===== config.mk =====
export PLATFORM = sky130hd
export DESIGN_NAME = bfs_dc_arbiter_flat
export DESIGN_NICKNAME = d
export VERILOG_FILES = /design/src/rtl/bfs_dc_arbiter_if.sv /design/src/rtl/bfs_dc_arbiter.sv /design/src/flat_wrapper.sv
export SDC_FILE = /design/constraint.sdc
export NUM_CORES = 1
export LEC_CHECK = 0
export ABC_AREA = 1
export BUFFER_PORTS_ARGS = -buffer_cell sky130_fd_sc_hd__clkbuf_2
export CORE_AREA = 2 2 118 120
export CTS_CLUSTER_DIAMETER = 100
export CTS_CLUSTER_SIZE = 40
export DETAILED_ROUTE_END_ITERATION = 8
export DIE_AREA = 0 0 120 122
export GPL_TIMING_DRIVEN = 1
export PLACE_DENSITY = 0.54
export SLEW_MARGIN = 20
export SYNTH_ARGS = -nofsm -noshare
export SYNTH_HDL_FRONTEND = slang
export SYNTH_SLANG_ARGS = --single-unit

===== constraint.sdc =====
create_clock -name clk -period 2.5 [get_ports clk]
set_input_delay 0.25 -clock clk [delete_from_list [all_inputs] [get_ports clk]]
set_output_delay 0.25 -clock clk [all_outputs]
set_load 0.02 [all_outputs]

===== src/rtl/bfs_dc_arbiter_if.sv =====
// Cache-side read port of the BFS data-cache arbiter.
// master: the arbiter (drives request/address, consumes ready/response).
// slave:  the bfs_cache read port.
interface bfs_dc_arbiter_if #(
    parameter int ADDR_W = 32
);
    logic              bfs_dc_req;
    logic [ADDR_W-1:0] bfs_dc_addr;
    logic              dc_ready;
    logic              dc_fs;
    logic [63:0]       dc_rdata;
    logic              dc_rbuf_empty;

    modport master (
        output bfs_dc_req,
        output bfs_dc_addr,
        input  dc_ready,
        input  dc_fs,
        input  dc_rdata,
        input  dc_rbuf_empty
    );

    modport slave (
        input  bfs_dc_req,
        input  bfs_dc_addr,
        output dc_ready,
        output dc_fs,
        output dc_rdata,
        output dc_rbuf_empty
    );
endinterface


===== src/rtl/bfs_dc_arbiter.sv =====
// bfs_dc_arbiter: shares the single bfs_cache read port between bfs_core
// (requester 0) and the BFS edge prefetch lane (requester 1).
// Round-robin on the request side; an in-order owner FIFO steers each
// returning response back to its issuer; rob_flush squashes requester-0
// responses still in flight.
// Optional feature: define BFS_DCARB_STATS_EN to add 32-bit grant/squash
// counters (stat_grant0, stat_grant1, stat_squash).
module bfs_dc_arbiter #(
    parameter int OUTSTANDING = 4,
    parameter int ADDR_W      = 32
) (
    input  logic              clk,
    input  logic              rst,
    input  logic              r0_req,
    input  logic [ADDR_W-1:0] r0_addr,
    output logic              r0_grant,
    output logic              r0_valid,
    output logic [63:0]       r0_rdata,
    input  logic              r1_req,
    input  logic [ADDR_W-1:0] r1_addr,
    output logic              r1_grant,
    output logic              r1_valid,
    output logic [63:0]       r1_rdata,
    bfs_dc_arbiter_if.master  dc,
    input  logic              rob_flush,
    output logic              arb_idle,
    output logic              arb_err
`ifdef BFS_DCARB_STATS_EN
    ,
    output logic [31:0]       stat_grant0,
    output logic [31:0]       stat_grant1,
    output logic [31:0]       stat_squash
`endif
);

    localparam int CW = $clog2(OUTSTANDING);

    typedef logic [CW:0]   cnt_t;
    typedef logic [CW-1:0] ptr_t;

    localparam cnt_t FULL_CNT = cnt_t'(OUTSTANDING);

    // Owner FIFO state: count/pointers are control, owner/squash are payload.
    cnt_t                   count_q, count_d;
    ptr_t                   wr_ptr_q, wr_ptr_d;
    ptr_t                   rd_ptr_q, rd_ptr_d;
    logic [OUTSTANDING-1:0] owner_q, owner_d;
    logic [OUTSTANDING-1:0] squash_q, squash_d;
    logic                   last_q, last_d;
    logic                   err_q, err_d;

    logic              elig0, elig1, any_req, sel, fifo_full;
    logic              dc_req, accept, pop;
    logic              head_owner, head_squash, squash_pop;
    logic [ADDR_W-1:0] dc_addr;

    // Request arbitration, cache request/address, response steering.
    always_comb begin
        elig0   = r0_req & ~rob_flush;
        elig1   = r1_req;
        any_req = elig0 | elig1;
        // On a tie the requester that did not win last time goes; otherwise
        // whoever is asking wins.
        sel       = (elig0 & elig1) ? ~last_q : elig1;
        // Full is taken from the registered count only: a pop this cycle does
        // not open a slot until the next cycle.
        fifo_full = (count_q == FULL_CNT);
        dc_req    = any_req & ~fifo_full;
        dc_addr   = '0;
        if (any_req) begin
            dc_addr = sel ? r1_addr : r0_addr;
        end
        accept   = dc_req & dc.dc_ready;
        r0_grant = accept & ~sel;
        r1_grant = accept & sel;

        pop         = dc.dc_fs & (count_q != '0);
        head_owner  = owner_q[rd_ptr_q];
        // A flush in the same cycle as the response also kills a requester-0 head.
        head_squash = ~head_owner & (squash_q[rd_ptr_q] | rob_flush);
        r0_valid    = pop & ~head_owner & ~head_squash;
        r1_valid    = pop & head_owner;
        squash_pop  = pop & head_squash;
        r0_rdata    = r0_valid ? dc.dc_rdata : 64'd0;
        r1_rdata    = r1_valid ? dc.dc_rdata : 64'd0;
    end

    assign dc.bfs_dc_req  = dc_req;
    assign dc.bfs_dc_addr = dc_addr;
    assign arb_idle       = (count_q == '0) & dc.dc_rbuf_empty;
    assign arb_err        = err_q;

    // Next-state for the owner FIFO, round-robin pointer and error flag.
    always_comb begin
        owner_d  = owner_q;
        squash_d = squash_q;
        if (rob_flush) begin
            for (int i = 0; i < OUTSTANDING; i++) begin
                if (!owner_q[i]) begin
                    squash_d[i] = 1'b1;
                end
            end
        end
        wr_ptr_d = wr_ptr_q;
        if (accept) begin
            owner_d[wr_ptr_q]  = sel;
            squash_d[wr_ptr_q] = rob_flush & ~sel;
            wr_ptr_d           = wr_ptr_q + ptr_t'(1);
        end
        rd_ptr_d = pop ? rd_ptr_q + ptr_t'(1) : rd_ptr_q;
        count_d  = count_q + cnt_t'(accept) - cnt_t'(pop);
        last_d   = accept ? sel : last_q;
        // Any response with nothing outstanding is a protocol error; the data is dropped.
        err_d    = err_q | (dc.dc_fs & (count_q == '0));
    end

    // Control state with synchronous reset.
    always_ff @(posedge clk) begin
        if (rst) begin
            count_q  <= '0;
            wr_ptr_q <= '0;
            rd_ptr_q <= '0;
            last_q   <= 1'b1;
            err_q    <= 1'b0;
        end else begin
            count_q  <= count_d;
            wr_ptr_q <= wr_ptr_d;
            rd_ptr_q <= rd_ptr_d;
            last_q   <= last_d;
            err_q    <= err_d;
        end
    end

    // FIFO payload; only meaningful below count_q, so it needs no reset.
    always_ff @(posedge clk) begin
        owner_q  <= owner_d;
        squash_q <= squash_d;
    end

`ifdef BFS_DCARB_STATS_EN
    logic [31:0] stat_grant0_q, stat_grant0_d;
    logic [31:0] stat_grant1_q, stat_grant1_d;
    logic [31:0] stat_squash_q, stat_squash_d;

    // Free-running event counters, wrapping at 2^32.
    always_comb begin
        stat_grant0_d = stat_grant0_q + {31'd0, r0_grant};
        stat_grant1_d = stat_grant1_q + {31'd0, r1_grant};
        stat_squash_d = stat_squash_q + {31'd0, squash_pop};
    end

    // Counter registers.
    always_ff @(posedge clk) begin
        if (rst) begin
            stat_grant0_q <= '0;
            stat_grant1_q <= '0;
            stat_squash_q <= '0;
        end else begin
            stat_grant0_q <= stat_grant0_d;
            stat_grant1_q <= stat_grant1_d;
            stat_squash_q <= stat_squash_d;
        end
    end

    assign stat_grant0 = stat_grant0_q;
    assign stat_grant1 = stat_grant1_q;
    assign stat_squash = stat_squash_q;
`endif

endmodule


===== src/flat_wrapper.sv =====
// flat-port wrapper written by rule: the top's interface ports become plain ports
module bfs_dc_arbiter_flat 
#(
    parameter int OUTSTANDING = 4,
    parameter int ADDR_W      = 32
)
  (clk, rst, r0_req, r0_addr, r0_grant, r0_valid, r0_rdata, r1_req, r1_addr, r1_grant, r1_valid, r1_rdata, rob_flush, arb_idle, arb_err, dc_bfs_dc_req, dc_bfs_dc_addr, dc_dc_ready, dc_dc_fs, dc_dc_rdata, dc_dc_rbuf_empty);
  bfs_dc_arbiter_if #(.ADDR_W(ADDR_W)) dc_i ();
  input  logic clk;
  input  logic rst;
  input  logic r0_req;
  input  logic [ADDR_W-1:0] r0_addr;
  output logic r0_grant;
  output logic r0_valid;
  output logic [63:0] r0_rdata;
  input  logic r1_req;
  input  logic [ADDR_W-1:0] r1_addr;
  output logic r1_grant;
  output logic r1_valid;
  output logic [63:0] r1_rdata;
  input  logic rob_flush;
  output logic arb_idle;
  output logic arb_err;
  output wire logic [$bits(dc_i.bfs_dc_req)-1:0] dc_bfs_dc_req;
  output wire logic [$bits(dc_i.bfs_dc_addr)-1:0] dc_bfs_dc_addr;
  input wire logic [$bits(dc_i.dc_ready)-1:0] dc_dc_ready;
  input wire logic [$bits(dc_i.dc_fs)-1:0] dc_dc_fs;
  input wire logic [$bits(dc_i.dc_rdata)-1:0] dc_dc_rdata;
  input wire logic [$bits(dc_i.dc_rbuf_empty)-1:0] dc_dc_rbuf_empty;
  assign dc_bfs_dc_req = dc_i.bfs_dc_req;
  assign dc_bfs_dc_addr = dc_i.bfs_dc_addr;
  assign dc_i.dc_ready = dc_dc_ready;
  assign dc_i.dc_fs = dc_dc_fs;
  assign dc_i.dc_rdata = dc_dc_rdata;
  assign dc_i.dc_rbuf_empty = dc_dc_rbuf_empty;
  bfs_dc_arbiter #(.OUTSTANDING(OUTSTANDING), .ADDR_W(ADDR_W)) u_core (.clk(clk), .rst(rst), .r0_req(r0_req), .r0_addr(r0_addr), .r0_grant(r0_grant), .r0_valid(r0_valid), .r0_rdata(r0_rdata), .r1_req(r1_req), .r1_addr(r1_addr), .r1_grant(r1_grant), .r1_valid(r1_valid), .r1_rdata(r1_rdata), .dc(dc_i), .rob_flush(rob_flush), .arb_idle(arb_idle), .arb_err(arb_err));
endmodule

==> flow_summary.yaml, run 1 <==
placement:
  dp_hpwl_mm: 9.50
  globalplace.congestion: 0.750
  dp.cells: 904
  io_buffers: 302
route:
  routed-via-count: 3659
  viasPerCell: 4.03
  postRouteAntennaNets: 0
  firstDrtPassIters: 4
  wl_per_cell_um: 12.2
  drt_iter0_drc: 128
  routed_wirelength_mm: 11.1
  drc: 0
hold_path:
  hold_class: "input port to flop"
power_and_ir_drop:
  p_per_area_nw_per_um2: 611
  swShare_pct: 56.9
  switchingPower_uw: 1520
  intPower_uw: 1150
  leakage_uw: 0.00269
  seq_power_share_pct: 15.1
  vdd_drop_max_v: 0.000320
  power_frac_clock_pct: 11.8
  combPwrFrac_pct: 73.1
setup_path:
  worstSetupStartpointType: "flop"
  crit_chain: "nor2_1 -> nand2_1 -> nand2_2 -> nor2_1 -> nand3_4 -> buf_4 -> nor2_1 -> clkbuf_2"
  slowest_stage: "buf_4"
  arrival_ns: 2.03
  slowest_delay_ns: 0.58
  critPathMostFrequentCell: "nor2_1"
  critPathMaxFanout: 36
  path_class: "flop to output pin"
  worst_setup_path_end_kind: "output pin"
  critPathRequiredTime_ns: 2.25
clocking:
  post_cts_buffers: 0
  numCtsBuffers: 3
  cts-root-buf: "clkbuf_16"
  cts_tree: "built"
  htree_levels: 1
  post_cts_resized: 0
  clk_pin_slew_ns: 0.05
  hold_buffers: 0
  clock_latency_ns: 0.24
  clockBufferDepth: 2
  clock_sinks: 17
finish:
  drive_gt1_share_pct: 51.1
  layout_common_cells: "clkbuf_2 (302), nand2_1 (90), inv_1 (87)"
  regArea_um2: 380
  fin_cells: 908
  areaGrowthSynthToFinish_pct: 61.9
  num-fill-cells: 1547
  mostFrequentLayoutCell: "clkbuf_2"
  nNetsFinal: 872
  multi_input_area_um2: 1740
  antenna_cells: 0
timing:
  finalSetupTns_ns: 0
  fmax_mhz: 439
  clock_skew_ns: 0.00373
  tightest_slew_ns: 0.732
  period_needed_ns: 2.28
  slew_viol_final: 0
  final_hold_viol_count: 0
  fin_hold_ws_ns: 0.234
  setup_viol: 0
  period_share_pct: 91.0
  slew_headroom_pct: 51.2
  rsz0062_at_grt: "no"
outcome:
  status: "completed"
logic_synthesis:
  syn_avg_cell_area_um2: 6.06
  synth.cell_area_um2: 2690
  yosys_warnings: 0
  syn-num-nets: 587
  synthDistinctLibCells: 23
  synthCells: 444
  ys_ff_latch: 17
  yosysSeqAreaShare_pct: 14.1
floorplan:
  die_area_um2: 14600
  fp.dieW_um: 120
  num_rows: 43
  io_pins: 303
  start_util_pct: 19.9
  die_h_um: 122
  coreArea_um2: 13500
job:
  drv_cap: 0
global_route:
  grt_max_degree: 66
  grt_use_total_pct: 14.0
  grt_pass1_vias: 3316
  antenna_found_initial: 0
  grt_pass1_wl_mm: 16.6
  grt_overflow_total: 0
kinds of logic after synthesis:
logic type / synth area share (%)
XOR/XNOR: 0.325
buffers and inverters: 21.6
AO/OA/AOI/OAI: 0.744
adder cells (fa/ha/maj): 3.53
AND/OR/NAND/NOR: 59.7
flip-flops: 14.1
final cells by class:
| class | instances | area share [%] |
|---|---|---|
| well taps | 180 | 5.16 |
| inverters | 93 | 8.01 |
| repair buffers | 310 | 36.3 |
| flip-flops and latches | 17 | 8.72 |
| multi-input cells | 304 | 39.9 |
| clock buffers | 3 | 1.72 |
| clock inverters | 1 | 0.115 |
flip-flops by register name, summed over array words and instances, names as in the netlist:
register         cells
u_core.arb_err       1
u_core.count_q       3
u_core.last_q        1
u_core.owner_q       4
u_core.rd_ptr_q      2
u_core.squash_q      4
u_core.wr_ptr_q      2
final timing paths:
path | cells past startpoint | startpoint | endpoint | slack (ns)
max | 8 | u_core.count_q[1] | r0_rdata[10] | 0.22
min | 2 | rst | u_core.count_q[0] | 0.23
max reg2reg | 11 | u_core.count_q[1] | u_core.count_q[2] | 0.52
min reg2reg | 2 | u_core.arb_err | u_core.arb_err | 0.45
metrics by stage:
| stage | power (µW) | cell area, µm² | setup WS, ns | utilization [%] |
|---|---|---|---|---|
| global placement | 2390 | 4280 | 0.510 | 31.7 |
| global route | 2890 | 4360 | 0.0621 | 32.3 |
| floorplan | 1800 | 2690 | 0.455 | - |
| detailed placement | 2390 | 4280 | 0.472 | 31.7 |
| CTS | 2710 | 4360 | 0.204 | 32.3 |
| finish | 2660 | 4360 | 0.224 | 32.3 |
cells in the mapped netlist (all sizes together):
master,count,share of area [%]
a21oi,2,0.37
and2,1,0.23
buf,22,7.5
clkbuf,8,1.1
dfxtp,13,9.7
edfxtp,4,4.5
fa,1,0.74
ha,6,2.8
inv,93,13
nand2,92,13
nand3,41,7.8
nand4,1,0.23
nor2,93,27
nor3,64,12
o21ai,2,0.37
xor2,1,0.33
worst max-delay path: cells and delay by family (launching register included):
kind                   cells  cell delay, ns
buffers and inverters      2            0.76
flip-flops                 1            0.33
AND/OR/NAND/NOR            6            0.66
per-layer routing:
metal / track usage (%) / vias to the layer above / wire [µm]
met5: 0 / - / 0
met4: 1.76 / 0 / 30
li1: - / 1918 / -
met3: 2.57 / 2 / 911
met2: 28.9 / 181 / 6000
met1: 14.9 / 1558 / 4130
power by group through the flow:
stage          logic [µW]  clock network [µW]  registers, µW
5_1_grt              2140                 333            414
6_report             1950                 315            403
2_1_floorplan        1400                   0            402
3_3_place_gp         1980                   0            407
4_1_cts              1990                 321            404
3_5_place_dp         1980                   0            410
Note: power is estimated with default switching activity, not from simulation.
==> inputs of run 2 (changes only) <==
--- a/config.mk
+++ b/config.mk
@@ -7,13 +7,14 @@
 export LEC_CHECK = 0
 export ABC_AREA = 1
 export BUFFER_PORTS_ARGS = -buffer_cell sky130_fd_sc_hd__clkbuf_2
-export CORE_AREA = 2 2 118 120
+export CORE_AREA = 2 2 116 118
+export CTS_BUF_LIST = sky130_fd_sc_hd__clkbuf_2
 export CTS_CLUSTER_DIAMETER = 100
 export CTS_CLUSTER_SIZE = 40
 export DETAILED_ROUTE_END_ITERATION = 8
-export DIE_AREA = 0 0 120 122
+export DIE_AREA = 0 0 118 120
 export GPL_TIMING_DRIVEN = 1
-export PLACE_DENSITY = 0.54
+export PLACE_DENSITY = 0.55
 export SLEW_MARGIN = 20
 export SYNTH_ARGS = -nofsm -noshare
 export SYNTH_HDL_FRONTEND = slang
==> constraint.sdc (replaced) <==
create_clock -name clk -period 2.5 [get_ports clk]
set_input_delay 0.25 -clock clk [delete_from_list [all_inputs] [get_ports clk]]
set_output_delay 0.25 -clock clk [all_outputs]
set_load 0.005 [all_outputs]
==> run 2 against run 1 <==
Net effect: critical path depth shrank 2; cell count is 0.44% lower; worst hold slack worse by 0.077 ns; routed wire length shrank 0.96%; count of clock-buffer cells in the layout unchanged; worst setup slack improved by 0.078 ns; utilization increased by 0.83 points; fmax increased by 3.5%; largest cell class unchanged.
==> flow_summary.yaml, run 2 (synthesis gave the netlist of run 1 again) <==
finish:
  num-fill-cells: 1494
  areaGrowthSynthToFinish_pct: 59.7
  nNetsFinal: 872
  antenna_cells: 0
  drive_gt1_share_pct: 51.1
  mostFrequentLayoutCell: "clkbuf_2"
  regArea_um2: 380
  multi_input_area_um2: 1740
  top_regs: "u_core.owner_q x4, u_core.squash_q x4, u_core.count_q x3"
  layout_common_cells: "clkbuf_2 (305), nand2_1 (90), inv_1 (87)"
  finalInstanceArea_um2: 4300
  fin_util_pct: 33.1
timing:
  clock_skew_ns: 0.00567
  period_needed_ns: 2.20
  rsz0062_at_grt: "no"
  period_share_pct: 87.9
  slew_headroom_pct: 55.9
  tightest_slew_ns: 0.661
  fmax_mhz: 455
  slew_viol_final: 0
  finalSetupTns_ns: 0
  fin_hold_ws_ns: 0.157
  setup_viol: 0
  final_hold_viol_count: 0
setup_path:
  slowest_delay_ns: 0.53
  cp_top_family: "buffers and inverters"
  rr_worst_depth: 11
  crit_chain: "nor2_1 -> nand2_1 -> nand2_2 -> buf_4 -> nor3_1 -> clkbuf_2"
  worstSetupStartpointType: "flop"
  timing.rr.start: "u_core.count_q[1]"
  worst_setup_path_end_kind: "output pin"
  path_class: "flop to output pin"
  startpoint: "u_core.count_q[1]"
  r2r-end: "u_core.count_q[2]"
  reg2reg_slack_ns: 0.51
  cp_num_cells: 6
  critPathMaxFanout: 66
  critPathRequiredTime_ns: 2.25
  critPathCapture: "r1_rdata[12]"
  slowest_stage: "buf_4"
  arrival_ns: 1.95
  crit_buf_inv: 2
placement:
  io_buffers: 302
  globalplace.congestion: 0.807
  dp_hpwl_mm: 9.45
  place_area_um2: 4280
clocking:
  htree_levels: 1
  hold_buffers: 0
  clock_sinks: 17
  numCtsBuffers: 3
  cts-root-buf: "clkbuf_2"
  clock_latency_ns: 0.29
  cts_tree: "built"
  post_cts_buffers: 0
  post_cts_resized: 0
  clk_pin_slew_ns: 0.16
  clockBufferDepth: 2
global_route:
  grt_max_degree: 67
  grt_use_total_pct: 14.7
  grt_overflow_total: 0
  grt_pass1_vias: 3346
  antenna_found_initial: 0
  grt_pass1_wl_mm: 16.9
route:
  drc: 0
  routed_wirelength_mm: 11.0
  postRouteAntennaNets: 0
  wl_per_cell_um: 12.1
  viasPerCell: 4.01
  routed-via-count: 3627
  drt_iter0_drc: 106
  firstDrtPassIters: 4
floorplan:
  die_area_um2: 14200
  die_h_um: 120
  start_util_pct: 20.7
  io_pins: 303
  fp.dieW_um: 118
  num_rows: 42
  coreArea_um2: 13000
power_and_ir_drop:
  leakage_uw: 0.00266
  p_per_area_nw_per_um2: 482
  vdd_drop_max_v: 0.000280
  power_uw: 2070
hold_path:
  hold_class: "input port to flop"
job:
  drv_cap: 0
outcome:
  status: "completed"
## run 2: worst min path at each step
stage | from | slack, ns | cells past startpoint | endpoint
floorplan | rst | 0.32 | 1 | u_core.arb_err
global placement | u_core.arb_err | 0.44 | 2 | u_core.arb_err
detailed placement | u_core.arb_err | 0.45 | 2 | u_core.arb_err
CTS | rst | 0.15 | 2 | u_core.count_q[0]
global route | rst | 0.16 | 2 | u_core.count_q[1]
finish | rst | 0.16 | 2 | u_core.count_q[0]
## run 2: cell type report
type | count | area share (%)
Clock buffer | 3 | 0.349
Clock inverter | 1 | 0.116
Inverter | 93 | 8.12
Sequential cell | 17 | 8.85
Multi-Input combinational cell | 304 | 40.5
Timing Repair Buffer | 310 | 36.9
Tap cell | 176 | 5.12
## run 2: power breakdown
part	switching, µW	internal, µW
combinational	977	571
sequential	51.6	350
clock	86.5	36.2
## run 2: per-stage QoR
| step | worst slack (ns) | cells |
|---|---|---|
| 2_1_floorplan | 0.455 | 444 |
| 3_3_place_gp | 0.576 | 900 |
| 3_5_place_dp | 0.505 | 900 |
| 4_1_cts | 0.189 | 904 |
| 5_1_grt | 0.0475 | 904 |
| 6_report | 0.302 | 904 |
## run 2: layer usage
metal	share of wire, %	wire length [µm]	track usage [%]
met1	36	3940	15.1
met2	55	6040	30.2
met3	7.2	792	2.66
met4	1.7	189	3.92
met5	0	0	0
==> inputs of run 3 (changes only) <==
--- a/config.mk
+++ b/config.mk
@@ -6,7 +6,7 @@
 export NUM_CORES = 1
 export LEC_CHECK = 0
 export ABC_AREA = 1
-export BUFFER_PORTS_ARGS = -buffer_cell sky130_fd_sc_hd__clkbuf_2
+export BUFFER_PORTS_ARGS = -buffer_cell sky130_fd_sc_hd__buf_2
 export CORE_AREA = 2 2 116 118
 export CTS_BUF_LIST = sky130_fd_sc_hd__clkbuf_2
 export CTS_CLUSTER_DIAMETER = 100
==> run 3 against run 2 <==
Net effect: power up 0.80%; fmax down 2.1%; largest cell class unchanged; critical path depth up 2; via count up 1.8%; cell count up 0.22%; highest routed layer unchanged; first-iteration DRC count up 59%.
==> flow_summary.yaml, run 3 (synthesis gave the netlist of run 1 again) <==
outcome:
  status: "completed"
power_and_ir_drop:
  combPwrFrac_pct: 75.0
  vdd_drop_max_v: 0.000248
  intPower_uw: 974
  switchingPower_uw: 1110
  swShare_pct: 53.4
  seq_power_share_pct: 19.1
  p_per_area_nw_per_um2: 484
  leakage_uw: 0.00277
  power_frac_clock_pct: 5.9
timing:
  rsz0062_at_grt: "no"
  tightest_slew_ns: 0.649
  slew_headroom_pct: 56.7
  setup_ws_ns: 0.254
  finalSetupTns_ns: 0
  final_hold_viol_count: 0
  slew_viol_final: 0
  period_share_pct: 89.8
  fmax_mhz: 445
  setup_viol: 0
  clock_skew_ns: 0.0109
  period_needed_ns: 2.25
floorplan:
  die_h_um: 120
  coreArea_um2: 13000
  io_pins: 303
  die_area_um2: 14200
  start_util_pct: 20.7
  fp.dieW_um: 118
  num_rows: 42
route:
  firstDrtPassIters: 4
  drt_iter0_drc: 169
  wl_per_cell_um: 12.3
  routed_wirelength_mm: 11.2
  postRouteAntennaNets: 0
  routed-via-count: 3692
  drc: 0
  viasPerCell: 4.08
clocking:
  clock_sinks: 17
  post_cts_buffers: 0
  cts-root-buf: "clkbuf_2"
  cts_tree: "built"
  post_cts_resized: 0
  clk_pin_slew_ns: 0.16
  hold_buffers: 0
  clockBufferDepth: 2
  clock_latency_ns: 0.29
  numCtsBuffers: 3
  htree_levels: 1
global_route:
  grt_max_degree: 66
  grt_overflow_total: 0
  grt_use_total_pct: 14.8
  grt_pass1_wl_mm: 17.1
  antenna_found_initial: 1
  grt_pass1_vias: 3455
finish:
  drive_gt1_share_pct: 51.2
  fin_cells: 906
  mostFrequentLayoutCell: "buf_2"
  layout_common_cells: "buf_2 (302), nand2_1 (90), inv_1 (87)"
  top_regs: "u_core.owner_q x4, u_core.squash_q x4, u_core.count_q x3"
  areaGrowthSynthToFinish_pct: 60.4
  nNetsFinal: 873
hold_path:
  hold_class: "input port to flop"
setup_path:
  critPathMaxFanout: 31
  worstSetupStartpointType: "flop"
  arrival_ns: 2.00
  path_class: "flop to output pin"
  reg2reg_slack_ns: 0.51
  critPathRequiredTime_ns: 2.25
  worst_setup_path_end_kind: "output pin"
job:
  drv_cap: 0
placement:
  io_buffers: 302
  dp.cells: 901
  globalplace.congestion: 0.818
  dp_worst_setup_slack_ns: 0.533
  dp_hpwl_mm: 9.47
run 3: changes by cell type in the layout (fill, tap and decap cells not counted):
cell / before / now
buf_2: 0 / 302
clkbuf_2: 305 / 3
buf_12: 1 / 2
buf_4: 6 / 7
buf_6: 1 / 0
diode_2: 0 / 1
run 3: worst max-delay path, cell delays in order (launching register included):
cell and delay (ns):
dfxtp_1 0.40, nor2_1 0.09, nand2_1 0.11, nand2_2 0.09
nor2_1 0.17, nand3_4 0.27, buf_12 0.30, nor2_1 0.12
buf_2 0.13
run 3: area by class of cell:
type,instances,area (µm²)
antenna,1,2.50
clock buffer,3,15.0
clock inverter,1,5.00
fill,1546,8660
inverter,93,349
multi-input combinational,304,1740
sequential,17,380
tap,176,220
timing repair buffer,311,1600
run 3: power by group through the flow:
stage	combinational (µW)	sequential [µW]	clock [µW]
3_3_place_gp	1600	406	0
5_1_grt	1770	409	138
4_1_cts	1600	400	129
3_5_place_dp	1590	407	0
2_1_floorplan	1030	397	0
6_report	1570	399	123
run 3: metrics by stage:
| stage | total power (µW) | cell area (µm²) | hold slack [ns] | utilization (%) |
|---|---|---|---|---|
| detailed placement | 2000 | 4300 | 0.442 | 33.1 |
| global placement | 2010 | 4300 | 0.441 | 33.1 |
| global route | 2310 | 4320 | 0.152 | 33.3 |
| finish | 2090 | 4320 | 0.163 | 33.3 |
| CTS | 2130 | 4320 | 0.150 | 33.2 |
| floorplan | 1420 | 2690 | 0.319 | - |
run 3: final timing paths:
kind | to | cells after the start | from
hold / removal | u_core.count_q[0] | 2 | rst
setup reg to reg | u_core.count_q[2] | 11 | u_core.count_q[1]
setup / recovery | r0_rdata[5] | 8 | u_core.count_q[1]
hold reg to reg | u_core.arb_err | 2 | u_core.arb_err
run 3: per-layer routing:
layer / vias to the layer above / global-route usage, % / routed length, µm
met1: 1577 / 15.7 / 4130
met5: - / 0 / 0
li1: 1915 / - / -
met4: 0 / 4.07 / 187
met2: 190 / 29.7 / 5970
met3: 10 / 2.38 / 883
